[config.mk]
export PLATFORM = sky130hd
export DESIGN_NAME = emir_sirala_flat
export DESIGN_NICKNAME = d
export VERILOG_FILES = /design/src/rtl/emir_sirala_if.sv /design/src/rtl/emir_sirala.sv /design/src/flat_wrapper.sv
export SDC_FILE = /design/constraint.sdc
export NUM_CORES = 1
export LEC_CHECK = 0
export CAP_MARGIN = 10
export CORE_ASPECT_RATIO = 1.75
export CORE_MARGIN = 5
export CORE_UTILIZATION = 40
export DETAILED_ROUTE_END_ITERATION = 8
export PLACE_DENSITY = 0.69
export SYNTH_ARGS = -nofsm -noshare
export SYNTH_HDL_FRONTEND = slang
export SYNTH_SLANG_ARGS = --single-unit
[constraint.sdc]
create_clock -name clk -period 4.25 [get_ports clk]
set_clock_uncertainty 0.1 [all_clocks]
set_input_delay 0.425 -clock clk [delete_from_list [all_inputs] [get_ports clk]]
set_output_delay 0.425 -clock clk [all_outputs]
set_load 0.05 [all_outputs]
[src/rtl/emir_sirala_if.sv]
// Host/core-side signal bundle for the emir_sirala instruction sequencer.
interface emir_sirala_if #(
  parameter int unsigned AW = 4
) ();
  logic          yukle_en;
  logic [AW-1:0] yukle_adres;
  logic [15:0]   yukle_veri;
  logic [AW:0]   uzunluk;
  logic          baslat;
  logic          durdur;
  logic [7:0]    sonuc_i;
  logic [15:0]   emir_o;
  logic          mesgul;
  logic          bitti;
  logic [7:0]    son_sonuc;
  logic [AW-1:0] pc;
  logic [AW:0]   sonuc_sayisi;

  // Host / core model side
  modport master (
    output yukle_en, yukle_adres, yukle_veri, uzunluk, baslat, durdur, sonuc_i,
    input  emir_o, mesgul, bitti, son_sonuc, pc, sonuc_sayisi
  );

  // Sequencer side
  modport slave (
    input  yukle_en, yukle_adres, yukle_veri, uzunluk, baslat, durdur, sonuc_i,
    output emir_o, mesgul, bitti, son_sonuc, pc, sonuc_sayisi
  );
endinterface

[src/rtl/emir_sirala.sv]
// Instruction sequencer for the MESS core: holds a small program, issues it
// one word at a time with NOP wait cycles, and captures each result byte.
module emir_sirala #(
  parameter int unsigned DERINLIK = 16,
  parameter int unsigned AW       = 4,
  parameter int unsigned BEKLEME  = 1,
  parameter logic [15:0] NOP_EMIR = 16'h0000
) (
  input logic         clk,
  input logic         rst,
  emir_sirala_if.slave bus
);

  localparam int unsigned LW = AW + 1;
  localparam int unsigned CW = (BEKLEME < 2) ? 1 : $clog2(BEKLEME + 1);

  typedef enum logic [1:0] {BOSTA, GONDER, BEKLE, BITTI} state_t;

  state_t        r_state, w_state_nxt;
  logic [15:0]   r_mem [DERINLIK];
  logic [15:0]   r_emir, w_emir_nxt;
  logic          r_mesgul, w_mesgul_nxt;
  logic          r_bitti, w_bitti_nxt;
  logic [7:0]    r_son, w_son_nxt;
  logic [AW-1:0] r_pc, w_pc_nxt;
  logic [LW-1:0] r_say, w_say_nxt;
  logic [LW-1:0] r_len, w_len_nxt;
  logic [CW-1:0] r_cnt, w_cnt_nxt;
  logic          r_sent, w_sent_nxt;  // GONDER: word already driven this visit
  logic          w_yaz;
  logic          w_last;
  logic [LW-1:0] w_len_clamp;

  assign w_len_clamp = (bus.uzunluk > LW'(DERINLIK)) ? LW'(DERINLIK) : bus.uzunluk;
  assign w_last      = (LW'(r_pc) == (r_len - LW'(1)));

  // Program buffer write port; contents survive reset
  always_ff @(posedge clk) begin
    if (w_yaz) r_mem[bus.yukle_adres] <= bus.yukle_veri;
  end

  // State register
  always_ff @(posedge clk or negedge rst) begin
    if (!rst) r_state <= BOSTA;
    else      r_state <= w_state_nxt;
  end

  // Next-state and next-output logic
  always_comb begin
    w_state_nxt  = r_state;
    w_emir_nxt   = NOP_EMIR;
    w_mesgul_nxt = r_mesgul;
    w_bitti_nxt  = 1'b0;
    w_son_nxt    = r_son;
    w_pc_nxt     = r_pc;
    w_say_nxt    = r_say;
    w_len_nxt    = r_len;
    w_cnt_nxt    = r_cnt;
    w_sent_nxt   = r_sent;
    w_yaz        = 1'b0;
    case (r_state)
      BOSTA: begin
        w_yaz = bus.yukle_en;
        if (bus.baslat) begin
          w_pc_nxt  = '0;
          w_say_nxt = '0;
          if (bus.uzunluk == '0) begin
            w_state_nxt = BITTI;
            w_bitti_nxt = 1'b1;
          end else begin
            w_len_nxt    = w_len_clamp;
            w_mesgul_nxt = 1'b1;
            w_sent_nxt   = 1'b0;
            w_state_nxt  = GONDER;
          end
        end
      end
      GONDER: begin
        if (bus.durdur) begin
          w_state_nxt  = BOSTA;
          w_mesgul_nxt = 1'b0;
        end else if (!r_sent) begin
          w_emir_nxt = r_mem[r_pc];
          w_sent_nxt = 1'b1;
        end else begin
          w_sent_nxt  = 1'b0;
          w_cnt_nxt   = CW'(BEKLEME);
          w_state_nxt = BEKLE;
        end
      end
      BEKLE: begin
        if (bus.durdur) begin
          w_state_nxt  = BOSTA;
          w_mesgul_nxt = 1'b0;
        end else if (r_cnt == CW'(1)) begin
          w_cnt_nxt = '0;
          w_son_nxt = bus.sonuc_i;
          w_say_nxt = r_say + LW'(1);
          if (w_last) begin
            w_state_nxt = BITTI;
            w_bitti_nxt = 1'b1;
          end else begin
            w_pc_nxt    = r_pc + AW'(1);
            w_sent_nxt  = 1'b0;
            w_state_nxt = GONDER;
          end
        end else begin
          w_cnt_nxt = r_cnt - CW'(1);
        end
      end
      BITTI: begin
        w_mesgul_nxt = 1'b0;
        w_state_nxt  = BOSTA;
      end
      default: w_state_nxt = BOSTA;
    endcase
  end

  // Registered datapath and outputs
  always_ff @(posedge clk or negedge rst) begin
    if (!rst) begin
      r_emir   <= NOP_EMIR;
      r_mesgul <= 1'b0;
      r_bitti  <= 1'b0;
      r_son    <= '0;
      r_pc     <= '0;
      r_say    <= '0;
      r_len    <= '0;
      r_cnt    <= '0;
      r_sent   <= 1'b0;
    end else begin
      r_emir   <= w_emir_nxt;
      r_mesgul <= w_mesgul_nxt;
      r_bitti  <= w_bitti_nxt;
      r_son    <= w_son_nxt;
      r_pc     <= w_pc_nxt;
      r_say    <= w_say_nxt;
      r_len    <= w_len_nxt;
      r_cnt    <= w_cnt_nxt;
      r_sent   <= w_sent_nxt;
    end
  end

  assign bus.emir_o       = r_emir;
  assign bus.mesgul       = r_mesgul;
  assign bus.bitti        = r_bitti;
  assign bus.son_sonuc    = r_son;
  assign bus.pc           = r_pc;
  assign bus.sonuc_sayisi = r_say;

endmodule
[src/flat_wrapper.sv]
// flat-port wrapper written by rule: the top's interface ports become plain ports
module emir_sirala_flat 
#(
  parameter int unsigned DERINLIK = 16,
  parameter int unsigned AW       = 4,
  parameter int unsigned BEKLEME  = 1,
  parameter logic [15:0] NOP_EMIR = 16'h0000
)
  (clk, rst, bus_yukle_en, bus_yukle_adres, bus_yukle_veri, bus_uzunluk, bus_baslat, bus_durdur, bus_sonuc_i, bus_emir_o, bus_mesgul, bus_bitti, bus_son_sonuc, bus_pc, bus_sonuc_sayisi);
  emir_sirala_if #(.AW(AW)) bus_i ();
  input logic clk;
  input logic rst;
  input wire logic [$bits(bus_i.yukle_en)-1:0] bus_yukle_en;
  input wire logic [$bits(bus_i.yukle_adres)-1:0] bus_yukle_adres;
  input wire logic [$bits(bus_i.yukle_veri)-1:0] bus_yukle_veri;
  input wire logic [$bits(bus_i.uzunluk)-1:0] bus_uzunluk;
  input wire logic [$bits(bus_i.baslat)-1:0] bus_baslat;
  input wire logic [$bits(bus_i.durdur)-1:0] bus_durdur;
  input wire logic [$bits(bus_i.sonuc_i)-1:0] bus_sonuc_i;
  output wire logic [$bits(bus_i.emir_o)-1:0] bus_emir_o;
  output wire logic [$bits(bus_i.mesgul)-1:0] bus_mesgul;
  output wire logic [$bits(bus_i.bitti)-1:0] bus_bitti;
  output wire logic [$bits(bus_i.son_sonuc)-1:0] bus_son_sonuc;
  output wire logic [$bits(bus_i.pc)-1:0] bus_pc;
  output wire logic [$bits(bus_i.sonuc_sayisi)-1:0] bus_sonuc_sayisi;
  assign bus_i.yukle_en = bus_yukle_en;
  assign bus_i.yukle_adres = bus_yukle_adres;
  assign bus_i.yukle_veri = bus_yukle_veri;
  assign bus_i.uzunluk = bus_uzunluk;
  assign bus_i.baslat = bus_baslat;
  assign bus_i.durdur = bus_durdur;
  assign bus_i.sonuc_i = bus_sonuc_i;
  assign bus_emir_o = bus_i.emir_o;
  assign bus_mesgul = bus_i.mesgul;
  assign bus_bitti = bus_i.bitti;
  assign bus_son_sonuc = bus_i.son_sonuc;
  assign bus_pc = bus_i.pc;
  assign bus_sonuc_sayisi = bus_i.sonuc_sayisi;
  emir_sirala #(.DERINLIK(DERINLIK), .AW(AW), .BEKLEME(BEKLEME), .NOP_EMIR(NOP_EMIR)) u_core (.clk(clk), .rst(rst), .bus(bus_i));
endmodule
# Word level (Yosys, flattened, before mapping)
# Memories as Yosys holds them, arrays and structs flattened.
# Cells that the tools add are included.
[word_totals] output_inout_bits=35 ramBits=256 word_cells=93 regBits=44 n_memories=1 in_bits=38
[classes] n_bitwise=2 add_sub_neg=4 n_reduce_logical=14 eq_ne=14 magnitude_cmp=1 muxes=47
[mem_list] name="u_core.r_mem" words=16 word_bits=16 read_ports=1 rd_clocked_by_memory_dff=0 wr=1 line="emir_sirala.sv:20" source="logic [15:0] r_mem [DERINLIK];"
[op_table] op="2-to-1 mux 16 bit" n=3
[op_table] op="2-to-1 mux 1 bit" n=22
[op_table] op="2-to-1 mux 5 bit" n=4
[op_table] op="2-to-1 mux 4 bit" n=4
[op_table] op="2-to-1 mux 2 bit" n=7
[op_table] op="AND reduction 3 bit" n=4
[op_table] op="!= test 2 bit (second input constant)" n=5
[op_table] op="case mux 5 bit (2 select lines)" n=1
[op_table] op="case mux 2 bit (4 select lines)" n=1
[op_table] op="case mux 4 bit (2 select lines)" n=1
[op_table] op="AND reduction 4 bit" n=2
[op_table] op="AND reduction 7 bit" n=1
[op_table] op="!= test 2 x 1 -> 1 bit (second input constant)" n=3
[op_table] op="!= test 3 x 2 -> 1 bit (second input constant)" n=2
[op_table] op="case mux 1 bit (3 select lines)" n=2
[op_table] op="adder 5 x 1 -> 5 bit (second input constant)" n=1
[op_table] op="equality test 4 x 5 -> 1 bit" n=1
[op_table] op="> comparator 5 bit (second input constant)" n=1
[op_table] op="logical NOT 5 bit" n=1
[op_table] op="AND reduction 5 bit" n=1
[op_table] op="subtractor 5 x 1 -> 5 bit (second input constant)" n=1
[op_table] op="adder 4 x 1 -> 4 bit (second input constant)" n=1
[op_table] op="equality test 2 bit (second input constant)" n=2
[op_table] op="case mux 1 bit (2 select lines)" n=2
[op_table] op="7 further kinds" n=9

# Logic depth before layout (Yosys ltp)
[logic_depth] depth_word=6 depth_mapped=8

# Worst setup path after synthesis
# Ideal clock, no wire load.
[synth_path] path_kind="flip-flop to flip-flop" startpoint="reg u_core.r_state[0]" endpoint="mem u_core.r_mem[12][0], enable pin" n_path_buf=1 period_less_slack_ps=2850 arrival_time_ps=2341 slack_ps=1400 stages_incl_launch_ff=6 t_required_ps=3741 setup_ps=409 path_cell_list="dfrtp_1 -> inv_1 -> ha_1 -> clkbuf_1 -> nand4_1 -> nor3_1"
[synth_between] elab_chain_len=4
[synth_lines] element="start, declared" line="emir_sirala.sv:19" source="state_t r_state, w_state_nxt;"
[synth_lines] element="start signal, assigned" line="emir_sirala.sv:45" source="else r_state <= w_state_nxt;"
[synth_lines] element="logical NOT 2 bit" line="emir_sirala.sv:61" source="case (r_state)"
[synth_lines] element="2-to-1 mux 1 bit" line="emir_sirala.sv:61"
[synth_lines] element="2-to-1 mux 1 bit" line="emir_sirala.sv:39" source="if (w_yaz) r_mem[bus.yukle_adres] <= bus.yukle_veri;"
[synth_lines] element="2-to-1 mux 1 bit (implied by the code)" line="emir_sirala.sv:39"
[synth_lines] element="end, declared" line="emir_sirala.sv:20"
# No other way between the ends.

# Final worst setup path
[layout_path] startpoint="reg u_core.r_pc[2], in the netlist u_core.bus.pc[2]" endpoint="out bus_pc[2]"
[layout_lines] element="start, declared" line="emir_sirala.sv:25" source="logic [AW-1:0] r_pc, w_pc_nxt;"
[layout_lines] element="start signal, assigned" line="emir_sirala.sv:136" source="r_pc <= w_pc_nxt;"
[layout_lines] element="end, declared" line="flat_wrapper.sv:24" source="output wire logic [$bits(bus_i.pc)-1:0] bus_pc;"
# No word-level cell between the ends.

==> impl_metrics.yaml <==
run_status:
  status: "completed"
synth:
  synth_seq_area_share_pct: 75.0
  ys_types: 40
  syn_inst: 582
  async_flop_share_pct: 14.7
  ys_warn_count: 0
  syn_nets: 627
  avgSynthCellArea_um2: 20.1
  synth_top_area_cell: "edfxtp_1"
  synth_area_leaders: "edfxtp_1, mux4_2, dfrtp_1"
  synth_top_area_share_pct: 65.6
  synth-seq-cells: 300
  synth-edff-count: 256
  netlist_area_um2: 11700
  synth_top_flop_cell: "edfxtp_1"
timing:
  max_slew_margin_pct: 44.4
  rsz0062_at_grt: "false"
  worstMarginPinSlew_ns: 0.835
  fin_crit_ns: 2.95
  setup_ws_ns: 1.30
  period_share_pct: 69.5
  hold_ws_ns: 0.317
  tns_ns: 0
  hold_violations: 0
  fmax_mhz: 339
  drv_slew: 0
  finalSetupViolCount: 0
drt:
  viasPerCell: 5.38
  drtPass1Iterations: 5
  drtIter0Drc: 412
  totalWireLength_mm: 25.6
  dr_total_vias: 5810
  wire_per_inst_um: 23.7
  drc_errors: 0
  ant_nets: 0
die:
  fp.dieH_um: 236
  die_w_um: 139
  fp-row-count: 83
  io_pins: 73
  start_util_pct: 40.1
  coreArea_um2: 29200
  fp.dieArea_um2: 32900
final_layout:
  area_growth_pct: 18.9
  num_antenna_cells: 0
  fin_nets: 724
  layout-drive-gt1-share_pct: 22.3
  seq_area_um2: 8790
  final_cells: 1080
  multi_input_area_um2: 2770
  final_area_um2: 13900
  fill_cells: 2316
grt:
  grt_pass1_wl_mm: 38.4
  grt_pass1_vias: 6307
  antenna_found_initial: 0
  grt_overflow: 0
  grt_usage_pct: 15.5
  grt_max_degree: 45
cts:
  path_clk_slew_ns: 0.07
  postCtsHoldBufs: 1
  ctsResizeCount: 0
  cts_tree: "built"
  postCtsSetupRepairBufs: 0
  h-tree-depth: 1
  cts.path.max_buffers: 3
  cts_root_buf: "clkbuf_16"
  cts_sinks: 300
  worstSkewPairLatency_ns: 0.55
  cts_buffers: 26
worst_setup_path:
  cp-startpoint: "u_core.bus.pc[2]"
  worstPathArrival_ns: 2.43
  critical-path-max-stage-delay_ns: 0.96
  critical_path.top_delay_family: "buffers and inverters"
  worst_setup_path_start_kind: "flip-flop"
  path_cells: "clkdlybuf4s50_1"
  path_buf_inv: 1
  timing.rr.start: "u_core.r_state[0]"
  cp-end-kind: "primary output"
  crit_fanout: 37
  cp_slowest_cell: "clkdlybuf4s50_1"
  crit_type: "flip-flop to primary output"
  cp.required_ns: 3.72
run:
  cap_viol_max_count: 0
power:
  power_density_nw_per_um2: 498
  cellLeakagePower_nw: 4.55
  ir_drop_uv: 301
placed_design:
  dpl-instance-area_um2: 13000
  place_hpwl_mm: 15.6
  gp_congestion: 0.765
  place_inst: 1032
  detailedPlace.worstSlack_ns: 1.49
  port_buffers: 72
hold_path:
  worstHoldStart: "bus_sonuc_i[0]"
  hold_class: "primary input to flip-flop"
[cells in the mapped netlist, types with 2 or more instances]
cell / number
edfxtp_1: 256
mux4_2: 80
dfrtp_1: 44
nand2_1: 41
nor2_1: 25
nor2b_1: 20
inv_1: 13
buf_2: 12
clkbuf_1: 12
nor3_1: 9
a21oi_1: 7
ha_1: 7
o31ai_1: 6
xor2_1: 5
nand3_1: 4
o21ai_0: 4
nand2b_1: 3
nand3b_1: 3
nand4_1: 3
nand4b_1: 3
xnor2_1: 3
a2111oi_0: 2
mux2i_1: 2
o311a_1: 2
[kinds of logic after synthesis]
logic type | after synthesis | synth area share, %
flops | 300 | 75.0
fa+ha+maj | 7 | 0.748
compound gates | 29 | 1.72
buf+inv | 39 | 1.47
xor+xnor | 8 | 0.598
simple gates | 116 | 4.80
mux | 83 | 15.6
[routing by layer]
metal / track usage (%) / up-vias / part of all wire [%]
li1: - / 2524 / -
met1: 16.4 / 3063 / 34
met2: 30.9 / 183 / 58
met3: 1.83 / 40 / 4.9
met4: 5.46 / 0 / 3.0
met5: 0 / - / 0
[power by group]
group	total, W	internal (W)	switching (W)
sequential	0.00343	0.00334	0.0000910
combinational	0.000959	0.000342	0.000617
clock	0.00255	0.00147	0.00107
[per-stage QoR]
stage	power, W	util [%]
2_1_floorplan	0.00409	-
3_3_place_gp	0.00443	44.5
3_5_place_dp	0.00447	44.5
4_1_cts	0.00700	47.7
5_1_grt	0.00719	47.7
6_report	0.00694	47.7
[worst paths after layout]
check	depth (start not counted)	slack (ns)	endpoint
worst max-delay path	1	1.30	bus_pc[2]
worst min-delay path	3	0.32	u_core.bus.son_sonuc[0]
worst max register to register	7	1.45	u_core.r_mem[9][8]
worst min register to register	2	0.38	u_core.bus.son_sonuc[6]
max in group asynchronous	3	3.12	u_core.bus.pc[0]
min in group asynchronous	3	0.43	u_core.bus.emir_o[8]
[worst reg2reg max path: cells and delay by family (launching register included)]
kind          cells  cell delay [ns]
buf+inv           2             0.49
simple gates      4             0.92
fa+ha+maj         1             0.51
flops             1             0.43
[cell type report]
| type | count | share of cell area, % |
|---|---|---|
| Sequential cell | 300 | 63.1 |
| Multi-Input combinational cell | 243 | 19.9 |
| Timing Repair Buffer | 95 | 6.48 |
| Clock buffer | 27 | 4.85 |
| Tap cell | 382 | 3.43 |
| Clock inverter | 20 | 1.85 |
| Inverter | 13 | 0.350 |
[flip-flops by register name, indices dropped and copies added (netlist names)]
signal,cells
u_core.r_len,5
u_core.bus.son_sonuc,8
u_core.bus.emir_o,16
u_core.r_cnt,1
u_core.bus.mesgul,1
u_core.bus.bitti,1
u_core.r_sent,1
u_core.r_mem,256
u_core.r_state,2
u_core.bus.pc,4
u_core.bus.sonuc_sayisi,5
[placed cells by master (no fill, tap or decap), types with 3 or more instances in the layout]
master	n
nor3_1	5
nor3_2	4
clkinvlp_4	4
nand3b_1	3
ha_1	7
o21ai_0	4
clkdlybuf4s50_1	71
buf_4	21
xnor2_1	3
inv_1	13
dfrtp_1	42
clkbuf_16	27
clkinv_2	5
nand2b_1	3
nand3_1	4
nor2b_1	20
mux4_2	80
edfxtp_1	256
nand4_1	3
nand4b_1	3
xor2_1	5
nand2_1	41
nor2_1	25
bufinv_16	5
o31ai_1	6
a21oi_1	7
Power figures use the tool's default switching activity.
